===== config.mk =====
export PLATFORM = sky130hd
export DESIGN_NAME = imem_loader_flat
export DESIGN_NICKNAME = d
export VERILOG_FILES = /design/src/rtl/imem_loader_if.sv /design/src/rtl/imem_loader.sv /design/src/flat_wrapper.sv
export SDC_FILE = /design/constraint.sdc
export NUM_CORES = 1
export LEC_CHECK = 0
export CORE_ASPECT_RATIO = 0.75
export CORE_MARGIN = 8
export CORE_UTILIZATION = 40
export CTS_CLUSTER_DIAMETER = 150
export DETAILED_ROUTE_END_ITERATION = 7
export PLACE_DENSITY = 0.69
export SLEW_MARGIN = 40
export SYNTH_ARGS = -nofsm -noshare
export SYNTH_HDL_FRONTEND = slang
export SYNTH_SLANG_ARGS = --single-unit
export TNS_END_PERCENT = 10

===== constraint.sdc =====
create_clock -name clk -period 2.9 [get_ports clk]
set_input_delay 0.29 -clock clk [delete_from_list [all_inputs] [get_ports clk]]
set_output_delay 0.29 -clock clk [all_outputs]
set_load 0.01 [all_outputs]

===== src/rtl/imem_loader_if.sv =====
// Host byte stream, imem write port and boot status of the instruction-memory loader.
// The loader takes the slave view; the host/bench takes the master view.
interface imem_loader_if;
    logic        start;
    logic        s_valid;
    logic [7:0]  s_data;
    logic        s_ready;
    logic        im_write;
    logic [31:0] im_addr;
    logic [31:0] im_wdata;
    logic        cpu_hold;
    logic        busy;
    logic        done;
    logic        error;

    modport master (
        output start, s_valid, s_data,
        input  s_ready, im_write, im_addr, im_wdata, cpu_hold, busy, done, error
    );

    modport slave (
        input  start, s_valid, s_data,
        output s_ready, im_write, im_addr, im_wdata, cpu_hold, busy, done, error
    );
endinterface


===== src/rtl/imem_loader.sv =====
// Boot loader: 4-byte big-endian count N, then N big-endian words written to imem at stepped addresses.
// Write one cycle after the last byte of a word, done two; s_ready drops during writes and after the load ends.
module imem_loader #(
    parameter int unsigned DEPTH     = 1024,
    parameter logic [31:0] BASE_ADDR = 32'd0,
    parameter logic [31:0] ADDR_STEP = 32'd1,
    parameter int unsigned TIMEOUT   = 65535
) (
    input  logic          clk,
    input  logic          rstn,
    imem_loader_if.slave  bus
);
    typedef enum logic [2:0] {IDLE, HDR, DATA, WRITE, DONE, ERROR} state_t;

    state_t      state, state_nxt;
    logic [1:0]  byte_idx, byte_idx_nxt;
    logic [23:0] shift_q, shift_nxt;
    logic [31:0] word_n, word_n_nxt;
    logic [31:0] word_cnt, word_cnt_nxt;
    logic [31:0] idle_cnt, idle_nxt;

    logic        s_ready_q, s_ready_nxt;
    logic        im_write_q, im_write_nxt;
    logic [31:0] addr_q, addr_nxt;
    logic [31:0] wdata_q, wdata_nxt;
    logic        hold_q, hold_nxt;
    logic        busy_q, busy_nxt;
    logic        done_q, done_nxt;
    logic        error_q, error_nxt;

    logic        xfer;
    logic [31:0] byte_word;
    logic        idle_expired;

    assign xfer         = bus.s_valid && s_ready_q;
    assign byte_word    = {shift_q, bus.s_data};
    assign idle_expired = (TIMEOUT != 0) && (idle_cnt + 32'd1 == 32'(TIMEOUT));

    always_comb begin
        state_nxt    = state;
        byte_idx_nxt = byte_idx;
        shift_nxt    = shift_q;
        word_n_nxt   = word_n;
        word_cnt_nxt = word_cnt;
        idle_nxt     = idle_cnt;
        im_write_nxt = 1'b0;
        addr_nxt     = addr_q;
        wdata_nxt    = wdata_q;
        hold_nxt     = hold_q;
        busy_nxt     = busy_q;
        done_nxt     = done_q;
        error_nxt    = error_q;

        case (state)
            IDLE, DONE, ERROR: begin
                // Status follows the terminal state one cycle later; a start overrides it.
                if (state == DONE) begin
                    done_nxt = 1'b1;
                    hold_nxt = 1'b0;
                    busy_nxt = 1'b0;
                end
                if (state == ERROR) begin
                    error_nxt = 1'b1;
                    hold_nxt  = 1'b1;
                    busy_nxt  = 1'b0;
                end
                if (bus.start) begin
                    state_nxt    = HDR;
                    byte_idx_nxt = 2'd0;
                    word_cnt_nxt = 32'd0;
                    idle_nxt     = 32'd0;
                    addr_nxt     = BASE_ADDR;
                    done_nxt     = 1'b0;
                    error_nxt    = 1'b0;
                    hold_nxt     = 1'b1;
                    busy_nxt     = 1'b1;
                end
            end
            HDR: begin
                if (xfer) begin
                    shift_nxt    = byte_word[23:0];
                    byte_idx_nxt = byte_idx + 2'd1;
                    idle_nxt     = 32'd0;
                    if (byte_idx == 2'd3) begin
                        word_n_nxt = byte_word;
                        if (byte_word == 32'd0)
                            state_nxt = DONE;
                        else if (byte_word > 32'(DEPTH))
                            state_nxt = ERROR;
                        else
                            state_nxt = DATA;
                    end
                end else if (byte_idx != 2'd0) begin
                    idle_nxt = idle_cnt + 32'd1;
                    if (idle_expired)
                        state_nxt = ERROR;
                end
            end
            DATA: begin
                if (xfer) begin
                    shift_nxt    = byte_word[23:0];
                    byte_idx_nxt = byte_idx + 2'd1;
                    idle_nxt     = 32'd0;
                    if (byte_idx == 2'd3) begin
                        wdata_nxt    = byte_word;
                        im_write_nxt = 1'b1;
                        state_nxt    = WRITE;
                    end
                end else begin
                    idle_nxt = idle_cnt + 32'd1;
                    if (idle_expired)
                        state_nxt = ERROR;
                end
            end
            WRITE: begin
                addr_nxt     = addr_q + ADDR_STEP;
                word_cnt_nxt = word_cnt + 32'd1;
                state_nxt    = (word_cnt + 32'd1 == word_n) ? DONE : DATA;
            end
            default: state_nxt = IDLE;
        endcase

        s_ready_nxt = (state_nxt == HDR) || (state_nxt == DATA);
    end

    always_ff @(posedge clk) begin
        if (!rstn) begin
            state      <= IDLE;
            byte_idx   <= 2'd0;
            shift_q    <= 24'd0;
            word_n     <= 32'd0;
            word_cnt   <= 32'd0;
            idle_cnt   <= 32'd0;
            s_ready_q  <= 1'b0;
            im_write_q <= 1'b0;
            addr_q     <= BASE_ADDR;
            wdata_q    <= 32'd0;
            hold_q     <= 1'b1;
            busy_q     <= 1'b0;
            done_q     <= 1'b0;
            error_q    <= 1'b0;
        end else begin
            state      <= state_nxt;
            byte_idx   <= byte_idx_nxt;
            shift_q    <= shift_nxt;
            word_n     <= word_n_nxt;
            word_cnt   <= word_cnt_nxt;
            idle_cnt   <= idle_nxt;
            s_ready_q  <= s_ready_nxt;
            im_write_q <= im_write_nxt;
            addr_q     <= addr_nxt;
            wdata_q    <= wdata_nxt;
            hold_q     <= hold_nxt;
            busy_q     <= busy_nxt;
            done_q     <= done_nxt;
            error_q    <= error_nxt;
        end
    end

    assign bus.s_ready  = s_ready_q;
    assign bus.im_write = im_write_q;
    assign bus.im_addr  = addr_q;
    assign bus.im_wdata = wdata_q;
    assign bus.cpu_hold = hold_q;
    assign bus.busy     = busy_q;
    assign bus.done     = done_q;
    assign bus.error    = error_q;
endmodule


===== src/flat_wrapper.sv =====
// flat-port wrapper written by rule: the top's interface ports become plain ports
module imem_loader_flat 
#(
    parameter int unsigned DEPTH     = 1024,
    parameter logic [31:0] BASE_ADDR = 32'd0,
    parameter logic [31:0] ADDR_STEP = 32'd1,
    parameter int unsigned TIMEOUT   = 65535
)
  (clk, rstn, bus_start, bus_s_valid, bus_s_data, bus_s_ready, bus_im_write, bus_im_addr, bus_im_wdata, bus_cpu_hold, bus_busy, bus_done, bus_error);
  imem_loader_if bus_i ();
  input  logic clk;
  input  logic rstn;
  input wire logic [$bits(bus_i.start)-1:0] bus_start;
  input wire logic [$bits(bus_i.s_valid)-1:0] bus_s_valid;
  input wire logic [$bits(bus_i.s_data)-1:0] bus_s_data;
  output wire logic [$bits(bus_i.s_ready)-1:0] bus_s_ready;
  output wire logic [$bits(bus_i.im_write)-1:0] bus_im_write;
  output wire logic [$bits(bus_i.im_addr)-1:0] bus_im_addr;
  output wire logic [$bits(bus_i.im_wdata)-1:0] bus_im_wdata;
  output wire logic [$bits(bus_i.cpu_hold)-1:0] bus_cpu_hold;
  output wire logic [$bits(bus_i.busy)-1:0] bus_busy;
  output wire logic [$bits(bus_i.done)-1:0] bus_done;
  output wire logic [$bits(bus_i.error)-1:0] bus_error;
  assign bus_i.start = bus_start;
  assign bus_i.s_valid = bus_s_valid;
  assign bus_i.s_data = bus_s_data;
  assign bus_s_ready = bus_i.s_ready;
  assign bus_im_write = bus_i.im_write;
  assign bus_im_addr = bus_i.im_addr;
  assign bus_im_wdata = bus_i.im_wdata;
  assign bus_cpu_hold = bus_i.cpu_hold;
  assign bus_busy = bus_i.busy;
  assign bus_done = bus_i.done;
  assign bus_error = bus_i.error;
  imem_loader #(.DEPTH(DEPTH), .BASE_ADDR(BASE_ADDR), .ADDR_STEP(ADDR_STEP), .TIMEOUT(TIMEOUT)) u_core (.clk(clk), .rstn(rstn), .bus(bus_i));
endmodule

==> impl_metrics.env <==
export IMPL_status="completed"
export IMPL_path_clk_slew_ns=0.07
export IMPL_ios=82
export IMPL_dp_hpwl_um=22000
export IMPL_endpoint="u_core.bus.s_ready"
export IMPL_cts_root_buf="clkbuf_16"
export IMPL_critPathLaunchType="register"
export IMPL_final_cell_mix="nand2_1, a21oi_1, dfxtp_1"
export IMPL_coreArea_mm2=0.0250
export IMPL_clockBufferDepth=2
export IMPL_timing_rr_start="u_core.word_cnt[0]"
export IMPL_drc=0
export IMPL_worstPathCellList="ha_1, and3_4, nand4_4, buf_4, nor4_1, a2111oi_1, nand4bb_1, o41ai_2, o21ai_1, xor2_1, nor3_1"
export IMPL_final_hold_viol_count=0
export IMPL_overflow=0
export IMPL_gp_congestion=0.907
export IMPL_drt_total_wl_um=31100
export IMPL_area_growth_pct=21.2
export IMPL_grt_pass1_wl_um=50100
export IMPL_reg2reg_depth=11
export IMPL_fillers=2415
export IMPL_ys_flop_type="dfxtp_1"
export IMPL_r2r_end="u_core.bus.s_ready"
export IMPL_antenna_found_initial=0
export IMPL_rows=50
export IMPL_fin_crit_ns=2.80
export IMPL_syn_area_per_cell_um2=7.38
export IMPL_period_share=0.965
export IMPL_syn_area_mm2=0.0102
export IMPL_p_leak_uw=0.00412
export IMPL_slew_violations=0
export IMPL_hp_class="reg2reg"
export IMPL_drt_initial_drc_count=1100
export IMPL_cts_buffers=17
export IMPL_die_x_um=200
export IMPL_cp_max_fo=4
export IMPL_fin_ws_ns=0.101
export IMPL_drive_gt1_frac=0.123
export IMPL_syn_num_nets=1398
export IMPL_antenna_cells=0
export IMPL_synth_seq_area_share=0.383
export IMPL_portBuffers=81
export IMPL_synth_cell_types=68
export IMPL_initial_core_util=0.408
export IMPL_synthCells=1380
export IMPL_dp_cells=1780
export IMPL_fin_worst_skew_ns=0.00928
export IMPL_crit_type="reg2reg"
export IMPL_via_per_inst=5.70
export IMPL_instances_no_fill=1815
export IMPL_cp_end_kind="register"
export IMPL_grt_pass1_vias=9287
export IMPL_ys_warnings_count=0
export IMPL_ant_nets=0
export IMPL_die_y_um=154
export IMPL_power_density_mw_per_mm2=416
export IMPL_dp_slack_ns=-0.0641
export IMPL_slew_headroom=0.502
export IMPL_arrival_ns=3.17
export IMPL_critPathMaxStageDelay_ns=0.53
export IMPL_slowest_stage="a2111oi_1"
export IMPL_wl_per_cell_um=17.2
export IMPL_cts_tree="yes"
export IMPL_grt_usage=0.196
export IMPL_num_vias=10300
export IMPL_cts_sink_count=195
export IMPL_critPathLaunch="u_core.word_cnt[0]"
export IMPL_final_common_cell="nand2_1"
export IMPL_first_pass_iters=6
export IMPL_worst_pin_slew_ns=0.748
export IMPL_cp_num_buf_inv=1
export IMPL_irDropWorstVdd_v=0.000385
export IMPL_path_depth=11
export IMPL_die_area_mm2=0.0309
export IMPL_max_freq_mhz=357
export IMPL_ys_ff_latch=195
export IMPL_cp_top_family="compound AO/OA/AOI/OAI gates"
export IMPL_synth_async_reset_ratio=0
export IMPL_nNetsFinal=1483
export IMPL_synth_edf_count=0
export IMPL_setup_viol_count_final=0
export IMPL_rsz0062_at_grt="no"
export IMPL_grt_max_degree=54
export IMPL_maxCapViolCount=0
export IMPL_required_ns=3.27
export IMPL_h_tree_depth=4
export IMPL_clock_latency_ns=0.44
export IMPL_rrSetupSlack_ns=0.10
cells by family after synthesis:
| kind of cell | Yosys count | synth area share |
|---|---|---|
| buffers and inverters | 121 | 0.0493 |
| xor gates and xnor gates | 56 | 0.0482 |
| adders and majority gates | 6 | 0.00737 |
| DFF | 195 | 0.383 |
| muxes | 7 | 0.00750 |
| and+or+nand+nor | 654 | 0.311 |
| AOI/OAI and AO/OA | 341 | 0.193 |
power breakdown:
part | switching [uW] | leakage (uW) | internal, uW
Sequential | 8.64 | 0.00158 | 2680
Clock | 1100 | 0.000262 | 1130
Combinational | 145 | 0.00228 | 63.7
Total | 1260 | 0.00412 | 3880
worst min-delay path, delay by kind of cell (launching register included):
family,cells,cell delay [ns]
DFF,1,0.31
AOI/OAI and AO/OA,1,0.05
and+or+nand+nor,1,0.05
routing by layer:
layer	global-route usage	vias to the layer above	routed length, um
li1	-	5053	-
met1	0.293	4869	15800
met2	0.268	405	12300
met3	0.0516	22	2740
met4	0.0497	0	351
met5	0	-	0
repair_timing:
item	in CTS	in global routing
hold endpoints to repair	0	0
pin swaps	1	4
buffers inserted	1	3
gates resized for setup	2	30
setup endpoints to repair	2	3
hold buffers	0	0
gates cloned	0	0
cells in the mapped netlist (2+ instances only):
cell       instances  area (um^2)
a211o_1            2         17.5
a211oi_1           6         45.0
a31oi_1           20          125
mux2_2             5         56.3
o211ai_1           4         30.0
xor2_1            25          219
nor3b_1            3         22.5
o21a_1             8         60.1
nor2_1           122          458
nor3_1            27          135
inv_1             15         56.3
buf_1              2         7.51
mux2i_1            2         20.0
or3_1             20          125
o311ai_0           2         17.5
a21oi_1          184          921
o31a_1             2         17.5
and2_1            14         87.6
nand2_1          261          980
nand4_1           39          244
nand3_1           60          300
ha_1               6         75.1
and3_1            17          106
a21o_1             3         22.5
or2_2              9         56.3
nand3b_1           3         22.5
o21ai_0           65          325
nor2b_1            7         43.8
dfxtp_1          195         3900
nand4b_1           8         70.1
nor4_1            28          175
a2111oi_0          2         17.5
nand2b_1           7         43.8
buf_4              5         37.5
nor4b_1            3         26.3
and4_1            10         87.6
buf_2             16         80.1
nor4_2             3         37.5
a311oi_1          14          123
xnor2_1           31          272
clkbuf_1          80          300
o31ai_1            5         37.5
or4_1              3         22.5
a22oi_1           13         97.6
registers in the layout (all words and copies together) (netlist names):
signal	cells
u_core.shift_q	24
u_core.bus.busy	1
u_core.word_cnt	32
u_core.bus.s_ready	1
u_core.bus.im_addr	32
u_core.bus.error	1
u_core.bus.cpu_hold	1
u_core.bus.done	1
u_core.byte_idx	2
u_core.state	3
u_core.word_n	32
u_core.bus.im_wdata	32
u_core.idle_cnt	32
u_core.bus.im_write	1
how the worst min path moves through the flow:
stage / slack (ns) / startpoint / cells after the start / end
final: 0.46 / u_core.bus.im_wdata[6] / 2 / u_core.bus.im_wdata[6]
after global routing: 0.47 / u_core.bus.im_wdata[31] / 2 / u_core.bus.im_wdata[31]
after CTS: 0.46 / u_core.bus.im_wdata[6] / 2 / u_core.bus.im_wdata[6]
after detailed placement: 0.45 / u_core.bus.im_wdata[13] / 2 / u_core.bus.im_wdata[13]
after global placement: 0.44 / u_core.bus.im_wdata[30] / 2 / u_core.bus.im_wdata[30]
after floorplan: 0.41 / rstn / 1 / u_core.state[1]
through the flow:
stage | hold slack [ns] | util | power (uW) | TNS, ns | area [um^2]
final | 0.457 | 0.495 | 5130 | 0 | 12300
after detailed placement | 0.449 | 0.468 | 2960 | -0.0988 | 11700
after global placement | 0.443 | 0.468 | 2960 | 0 | 11700
after global routing | 0.475 | 0.495 | 5310 | 0 | 12300
after CTS | 0.459 | 0.490 | 5180 | 0 | 12200
after floorplan | 0.412 | - | 2870 | 0 | 10200
final cells by class:
type	instances	area [um^2]	share of cell area
multi-input combinational	1064	5870	0.476
sequential	195	3920	0.317
timing repair buffer	171	1520	0.123
clock buffer	18	439	0.0356
tap	338	423	0.0343
clock inverter	13	104	0.00841
inverter	16	65.1	0.00527
Note: power is estimated with default switching activity, not from simulation.
